--- src/rtl/pic_seq_core.sv ---
// Multi-cycle PIC-style core: FETCH/EXEC sequencer fed by an external program ROM over
// a req/ack handshake, with W accumulator, file-register RAM, Z/C flags and a return stack.

module pic_seq_core #(
    parameter int unsigned DW          = 8,
    parameter int unsigned PAW         = 9,
    parameter int unsigned RAW         = 5,
    parameter int unsigned STACK_DEPTH = 4
) (
    input  logic           CK,
    input  logic           CLR,
    input  logic           run,
    output logic           prog_req,
    output logic [PAW-1:0] prog_addr,
    input  logic           prog_ack,
    input  logic [11:0]    prog_data,
    output logic [PAW-1:0] pc,
    output logic [DW-1:0]  w_out,
    output logic           z_flag,
    output logic           c_flag,
    output logic           stk_err,
    output logic           retire
);

    localparam int unsigned IW        = 12;
    localparam int unsigned RAM_DEPTH = 1 << RAW;
    localparam int unsigned SPW       = $clog2(STACK_DEPTH + 1);

    typedef enum logic {
        S_FETCH = 1'b0,
        S_EXEC  = 1'b1
    } state_t;

    state_t                          state;
    state_t                          state_n;
    logic [IW-1:0]                   ir;
    logic [IW-1:0]                   ir_n;
    logic [PAW-1:0]                  pc_n;
    logic [PAW-1:0]                  pc_inc;
    logic [DW-1:0]                   w_n;
    logic                            z_n;
    logic                            c_n;
    logic                            err_n;
    logic                            skip;
    logic                            skip_n;
    logic                            req_n;
    logic                            retire_n;
    logic [SPW-1:0]                  sp;
    logic [SPW-1:0]                  sp_n;
    logic [STACK_DEPTH-1:0][PAW-1:0] stk;
    logic [STACK_DEPTH-1:0][PAW-1:0] stk_n;
    logic [DW-1:0]                   ram [RAM_DEPTH];

    logic [3:0]                      op;
    logic [RAW-1:0]                  f;
    logic                            d;
    logic [DW-1:0]                   lit;
    logic [DW-1:0]                   fval;
    logic [DW:0]                     sum;
    logic [DW-1:0]                   res;
    logic                            wr_dest;
    logic                            ram_we;
    logic [DW-1:0]                   ram_wdata;

    // Instruction field decode and shared datapath terms
    assign op        = ir[11:8];
    assign f         = ir[RAW-1:0];
    assign d         = ir[5];
    assign lit       = DW'(ir[7:0]);
    assign fval      = ram[f];
    assign sum       = {1'b0, fval} + {1'b0, w_out};
    assign pc_inc    = pc + PAW'(1);
    assign prog_addr = pc;

    // Next-state, datapath and output decode
    always_comb begin
        state_n   = state;
        ir_n      = ir;
        pc_n      = pc;
        w_n       = w_out;
        z_n       = z_flag;
        c_n       = c_flag;
        err_n     = stk_err;
        skip_n    = skip;
        sp_n      = sp;
        stk_n     = stk;
        req_n     = 1'b0;
        retire_n  = 1'b0;
        res       = '0;
        wr_dest   = 1'b0;
        ram_we    = 1'b0;
        ram_wdata = w_out;

        case (state)
            S_FETCH: begin
                if (prog_req && prog_ack) begin
                    ir_n    = prog_data;
                    state_n = S_EXEC;
                end else begin
                    req_n = run;
                end
            end
            S_EXEC: begin
                state_n  = S_FETCH;
                req_n    = run;
                retire_n = 1'b1;
                pc_n     = pc_inc;
                if (skip) begin
                    skip_n = 1'b0;
                end else begin
                    case (op)
                        4'h0: begin
                            if (ir == 12'h008) begin
                                if (sp == '0) begin
                                    err_n = 1'b1;
                                end else begin
                                    pc_n  = stk[0];
                                    stk_n = {PAW'(0), stk[STACK_DEPTH-1:1]};
                                    sp_n  = sp - SPW'(1);
                                end
                            end
                        end
                        4'h1: begin
                            res     = sum[DW-1:0];
                            c_n     = sum[DW];
                            z_n     = (sum[DW-1:0] == '0);
                            wr_dest = 1'b1;
                        end
                        4'h2: begin
                            res     = fval ^ w_out;
                            z_n     = ((fval ^ w_out) == '0);
                            wr_dest = 1'b1;
                        end
                        4'h3: begin
                            res     = fval;
                            z_n     = (fval == '0);
                            wr_dest = 1'b1;
                        end
                        4'h4: begin
                            ram_we    = 1'b1;
                            ram_wdata = w_out;
                        end
                        4'h5: begin
                            res     = fval + DW'(1);
                            wr_dest = 1'b1;
                            if ((fval + DW'(1)) == '0) begin
                                skip_n = 1'b1;
                            end
                        end
                        4'h6: begin
                            res     = fval & w_out;
                            z_n     = ((fval & w_out) == '0);
                            wr_dest = 1'b1;
                        end
                        // Shift-in push: a full stack drops its oldest entry
                        4'h9: begin
                            stk_n = {stk[STACK_DEPTH-2:0], pc_inc};
                            if (sp == SPW'(STACK_DEPTH)) begin
                                err_n = 1'b1;
                            end else begin
                                sp_n = sp + SPW'(1);
                            end
                            pc_n = PAW'(ir[7:0]);
                        end
                        4'hA, 4'hB: begin
                            pc_n = PAW'(ir[8:0]);
                        end
                        4'hC: begin
                            w_n = lit;
                        end
                        4'hE: begin
                            w_n = w_out ^ lit;
                            z_n = ((w_out ^ lit) == '0);
                        end
                        default: begin
                        end
                    endcase
                    if (wr_dest) begin
                        if (d) begin
                            ram_we    = 1'b1;
                            ram_wdata = res;
                        end else begin
                            w_n = res;
                        end
                    end
                end
            end
            default: begin
                state_n = S_FETCH;
            end
        endcase
    end

    // State and architectural registers
    always_ff @(posedge CK) begin
        if (CLR) begin
            state    <= S_FETCH;
            ir       <= '0;
            pc       <= '0;
            w_out    <= '0;
            z_flag   <= 1'b0;
            c_flag   <= 1'b0;
            stk_err  <= 1'b0;
            skip     <= 1'b0;
            sp       <= '0;
            stk      <= '0;
            prog_req <= 1'b0;
            retire   <= 1'b0;
        end else begin
            state    <= state_n;
            ir       <= ir_n;
            pc       <= pc_n;
            w_out    <= w_n;
            z_flag   <= z_n;
            c_flag   <= c_n;
            stk_err  <= err_n;
            skip     <= skip_n;
            sp       <= sp_n;
            stk      <= stk_n;
            prog_req <= req_n;
            retire   <= retire_n;
        end
    end

    // File registers keep their contents through CLR; an aborted EXEC never writes
    always_ff @(posedge CK) begin
        if (ram_we && !CLR) begin
            ram[f] <= ram_wdata;
        end
    end

endmodule

--- config.mk ---
export PLATFORM = sky130hd
export DESIGN_NAME = pic_seq_core
export DESIGN_NICKNAME = d
export VERILOG_FILES = /design/src/rtl/pic_seq_core.sv
export SDC_FILE = /design/constraint.sdc
export NUM_CORES = 1
export LEC_CHECK = 0
export BUFFER_PORTS_ARGS = -buffer_cell sky130_fd_sc_hd__clkbuf_2
export CAP_MARGIN = 30
export CORE_UTILIZATION = 25
export DETAILED_ROUTE_END_ITERATION = 10
export PLACE_DENSITY_LB_ADDON = 0.1
export SETUP_SLACK_MARGIN = 0.02
export SYNTH_ARGS = -nofsm -noshare
export SYNTH_HDL_FRONTEND = slang
export SYNTH_SLANG_ARGS = --single-unit
--- constraint.sdc ---
create_clock -name CK -period 10.7 [get_ports CK]
set_input_delay 1.605 -clock CK [delete_from_list [all_inputs] [get_ports CK]]
set_output_delay 1.605 -clock CK [all_outputs]
set_load 0.03 [all_outputs]
* After elaboration in Yosys (flattened, before gate mapping)
Memories as Yosys holds them, arrays and structs flattened. A register that Yosys moved wholly into a read port is not among the register bits.
Index checks and enable logic that the tools add are counted.
** Word-level totals
- Register bits after elaboration :: 75
- Memory bits (writable) :: 256
- Bits of input ports :: 16
- Output and inout port bits :: 31
- Logic and storage cells :: 110
- Memories kept :: 1
** Operators by class
- Add/sub/neg operators :: 5
- Eq/ne operators :: 18
- Multiplexer cells :: 44
- Bitwise gates (word level) :: 5
- Reduce and logical (&&, ||, !) cells :: 22
** Memory list
- ram :: words 32, width 8, read ports 1, clocked after memory_dff 1, wr ports 1, line 52 : logic [DW-1:0] ram [RAM_DEPTH];
** Operator list (number)
- 2-to-1 mux 36 bit :: 2
- case mux 36 bit (2 select lines) :: 1
- logical NOT 8 bit :: 6
- 2-to-1 mux 8 bit :: 6
- case mux 8 bit (5 select lines) :: 1
- 2-to-1 mux 9 bit :: 3
- case mux 9 bit (3 select lines) :: 1
- equality test 4 bit (second input constant) :: 5
- 2-to-1 mux 1 bit :: 19
- case mux 8 bit (2 select lines) :: 1
- XOR 8 bit :: 2
- equality test 12 x 4 -> 1 bit (second input constant) :: 1
- equality test 4 x 3 -> 1 bit (second input constant) :: 3
- AND reduction 6 bit :: 2
- 2-to-1 mux 5 bit :: 2
- != test 2 bit (second input constant) :: 5
- adder 8 x 8 -> 9 bit :: 1
- adder 9 x 1 -> 9 bit (second input constant) :: 1
- 2-to-1 mux 3 bit :: 3
- adder 8 x 1 -> 8 bit (second input constant) :: 1
- bitwise AND 8 bit :: 1
- equality test 4 x 2 -> 1 bit (second input constant) :: 2
- case mux 1 bit (2 select lines) :: 3
- case mux 3 bit (2 select lines) :: 1
- other kinds (17) :: 21

* Depth between registers and ports, before layout
- Depth after elaboration :: 11
- Mapped depth :: 17
- Depth with buffers taken out :: 14

* Least setup slack after synthesis
No wires, ideal clock.
- Path type :: flip-flop to flip-flop
- From :: reg with a tool-made name
- To :: mem ram[0][6], data pin
- Library setup time :: 0.377 ns
- Data arrival time :: 4.291 ns
- Required time :: 10.323 ns
- Slack :: 6.033 ns
- Cell stages (with the launch flop) :: 18
- Path buffers :: 3
- Clock period less this slack :: 4.667 ns
- Cells stage by stage :: dfxtp_1 -> buf_6 -> buf_6 -> buf_2 -> mux4_2 -> mux2i_1 -> nand2_1 -> nand3_1 -> inv_1 -> ha_1 -> a21o_1 -> a21o_1 -> a21oi_1 -> o21bai_1 -> a21oi_1 -> xnor2_1 -> a221oi_1 -> a21oi_1
** RTL lines (line)
- end, declared :: 52

==> summary.md <==
Synthesis produced 1104 cells. Max-cap violations in this run came to 0. 47 I/O pins were placed. TritonCTS built the clock tree.

The die is 245 um tall. The run gives 60000 sq um as the area of the die. The most used flip-flop cell after synthesis is edfxtp_1. For the data arrival time of the worst path, the log shows 5640 ps.

The clock net in this run drives a total of 336 sinks. Detailed placement finished with a half-perimeter wire length of 29.4 mm. The longest clock path from root to sink contains 3 buffers. The clock tree synthesis step divided the H-tree into 2 levels. The final net count is 1183. The total routing usage reported by global routing came out at 0.150. After clock tree synthesis, the clock-pin slew on the worst setup and hold paths is 60 ps. Setup repair after global routing left no endpoint under its margin. Type of the worst setup path: flip-flop to flip-flop.

The ratio of cells with drive above 1 in the final layout is 0.207, and the via count of the first global-routing pass is 9439. The worst-case IR drop observed on VDD is 0.0920 mV. The count of buffers from port buffering came out at 46. In this run, CTS created clock tree buffers numbering 40. The final number of max-transition violations came out at 0.

The clock period could shrink to 5430 ps. For the worst setup skew after layout, the log shows 32.9 ps. Timing would allow up to 184 MHz.

The post-synthesis mux area share is 0.118, and the actual transition at the worst max-transition pin is 998 ps. Yosys mapped the design onto 64 distinct sky130hd cell types. Adding up every negative setup slack in the final design gives 0 ps. The final number of hold-violating endpoints is 0. The path type of the worst min-delay path was flip-flop to flip-flop. The startpoint identified for the worst hold timing path is stk[6]. The count of nets left with antenna violations once routing finished came out at 0. The tools report the endpoint kind of the worst setup timing path as a flip-flop.

After clock tree synthesis, the repair step resized 0 gates. The post-synthesis share of cell area spent on xor and xnor gates is 0.0143, and the area fraction in compound gates after synthesis is 0.0897. At the placement stage, the worst setup path has a slack of 5210 ps. Setup violations remaining at the end of the flow were counted as 0.

Using the TritonRoute via totals, the vias-per-cell ratio works out to 4.85. The library cells used most frequently in the layout, excluding fill and tap cells, are edfxtp_1, nand2_1, nor2_1. Entering global routing, the biggest net connects 63 pins. After layout, the worst setup slack is 5270 ps. The later pin in the worst-skew pair is clocked with a latency of 570 ps.

The initial antenna violation count is 0. The share of synthesized cell area in and, or, nand and nor gates is 0.107. In this run the worst path has a maximum fanout of 38. The commonest non-fill, non-tap cell in the layout was edfxtp_1. The flow ran to the end, and the final reports show no timing, DRC or antenna violations. Across all layers, the routed design uses 9461 vias. The number of enable flip-flop cells after synthesis came out at 256.

After synthesis, the largest family of logic cells by area is multiplexers. The pre-antenna-repair detailed-routing pass consisted of 5 iterations. The floorplan die width came out at 245 um. The initialized floorplan defines 88 standard-cell rows. The number of cells traversed by the worst hold path came out at 2. The first global-routing pass estimated 66.3 mm of wire. For the buffer count from post-CTS setup fixing, the log shows 0. The worst setup path is launched from a flip-flop. Fraction of registers with async set/reset: 0. The tools report the detailed-route DRC error count as 0.

Counting flops and latches in the post-synthesis netlist gives 336. The core region is 58000 sq um. The fraction of the cycle the final worst path needs is 0.508, and the post-detailed-routing wire length is 44.4 mm.

Final RePlAce weighted congestion: 0.855. The tools report the static leakage as 5.71 nW. Worst hold path endpoint: stk[6].

The average instance in the mapped netlist occupies 13.4 sq um. The logs give 0.332 for the tightest slew margin relative to the limit and 10900 ps for the data required time at the worst endpoint. The number of synthesis warnings came out at 0. The total power density per cell area is 166 nW/um^2. The mapped netlist covers 14800 sq um. Register-to-register setup slack: 5270 ps. The logic depth of the worst register-to-register path works out to 15. The cell at the root of the clock tree is clkbuf_16. The layout overhead on the synthesized area was 17.0%.

The run gives 0.297 as the core utilization of the finished layout. In the final routed layout, each cell accounts on average for 22.7 um. For this block, the initial DRC count from the detailed router was 829.

The initial standard-cell utilization of the core is 0.254, and the part of the Yosys area used for sequential elements is 0.630. In this run the critical register-to-register path is captured at ram[9][7]. For this design, the CTS-stage hold fixing added 0 buffers. The number of fill cells in the layout was 5864. Summed over all layers, the global routing overflow is 0. When the netlist entered floorplanning its net count stood at 1134. The adder and majority gate portion of the synthesized area came out at 0.0124.
## how the worst max path moves through the flow
stage,start,endpoint,slack [ps],cells after the start
final,flip-flop,ram[9][7],5270,15
after global routing,flip-flop,ram[3][7],4890,15
after CTS,flip-flop,ram[13][7],5190,15
after detailed placement,flip-flop,ram[21][7],5210,15
after global placement,flip-flop,ram[21][7],5240,15
after floorplan,flip-flop,ram[0][6],6030,17
## critical path: stages (launching register included)
cell,delay [ps]
dfxtp_4,850
buf_4,600
mux4_2,390
mux2i_1,510
a22oi_1,130
nand3_1,220
inv_1,120
ha_1,240
a21o_1,190
a21o_1,230
a21o_1,220
a41oi_1,240
xor2_1,250
o21ai_1,100
a31o_1,220
mux2_2,530
## final cells by class
| type | count | area (sq um) | area share |
|---|---|---|---|
| Timing Repair Buffer | 88 | 566 | 0.0328 |
| Clock inverter | 18 | 189 | 0.0109 |
| Sequential cell | 336 | 9300 | 0.539 |
| Antenna cell | 2 | 5.00 | 0.000290 |
| Multi-Input combinational cell | 673 | 5070 | 0.294 |
| Tap cell | 765 | 957 | 0.0555 |
| Inverter | 14 | 52.6 | 0.00305 |
| Clock buffer | 56 | 1120 | 0.0650 |
## where the power goes
part | total (mW) | internal, mW | switching [mW] | leakage, nW
Combinational | 0.103 | 0.0371 | 0.0655 | 1.89
Sequential | 1.41 | 1.39 | 0.0131 | 3.19
Clock | 1.35 | 0.788 | 0.559 | 0.630
Total | 2.86 | 2.22 | 0.638 | 5.71
## kinds of logic (layout without fill, tap and decap cells)
| kind of cell | after synthesis | count (layout) |
|---|---|---|
| muxes | 90 | 90 |
| AOI/OAI and AO/OA | 194 | 194 |
| xor gates and xnor gates | 24 | 24 |
| and+or+nand+nor | 351 | 351 |
| buffers and inverters | 95 | 176 |
| adders and majority gates | 14 | 14 |
| DFF | 336 | 336 |
| other | 0 | 2 |
## layer usage
metal | track usage | vias to the layer above | wire length (um)
li1 | - | 4333 | -
met1 | 0.220 | 4800 | 21500
met2 | 0.227 | 270 | 19700
met3 | 0.0254 | 58 | 2180
met4 | 0.0401 | 0 | 985
met5 | 0 | - | 0
## cell usage after synthesis (all sizes together), types with 20 or more instances
library cell    n  area (sq um)
nand3          20           100
nor2          106           398
nand2         135           507
a22oi          21           158
a21oi          45           225
clkbuf         46           173
mux4           66          1490
edfxtp        256          7690
a311oi         20           175
o21ai          26           130
buf            35           209
dfxtp          80          1600
## flip-flops by register name, summed over array words and instances (netlist names), named ones only
register / flops
c_flag: 1
ir: 12
pc: 9
prog_req: 1
ram: 256
retire: 1
skip: 1
sp: 3
state: 1
stk: 36
stk_err: 1
w_out: 8
z_flag: 1
## metrics by stage
step	total power [mW]	hold WS, ps	std cells	cell area [sq um]
global placement	1.54	464	1856	15800
detailed placement	1.54	472	1870	15900
floorplan	1.50	445	1104	14800
global route	2.96	504	1950	17200
CTS	2.91	484	1944	17200
finish	2.86	479	1952	17300
Power figures use the tool's default switching activity.
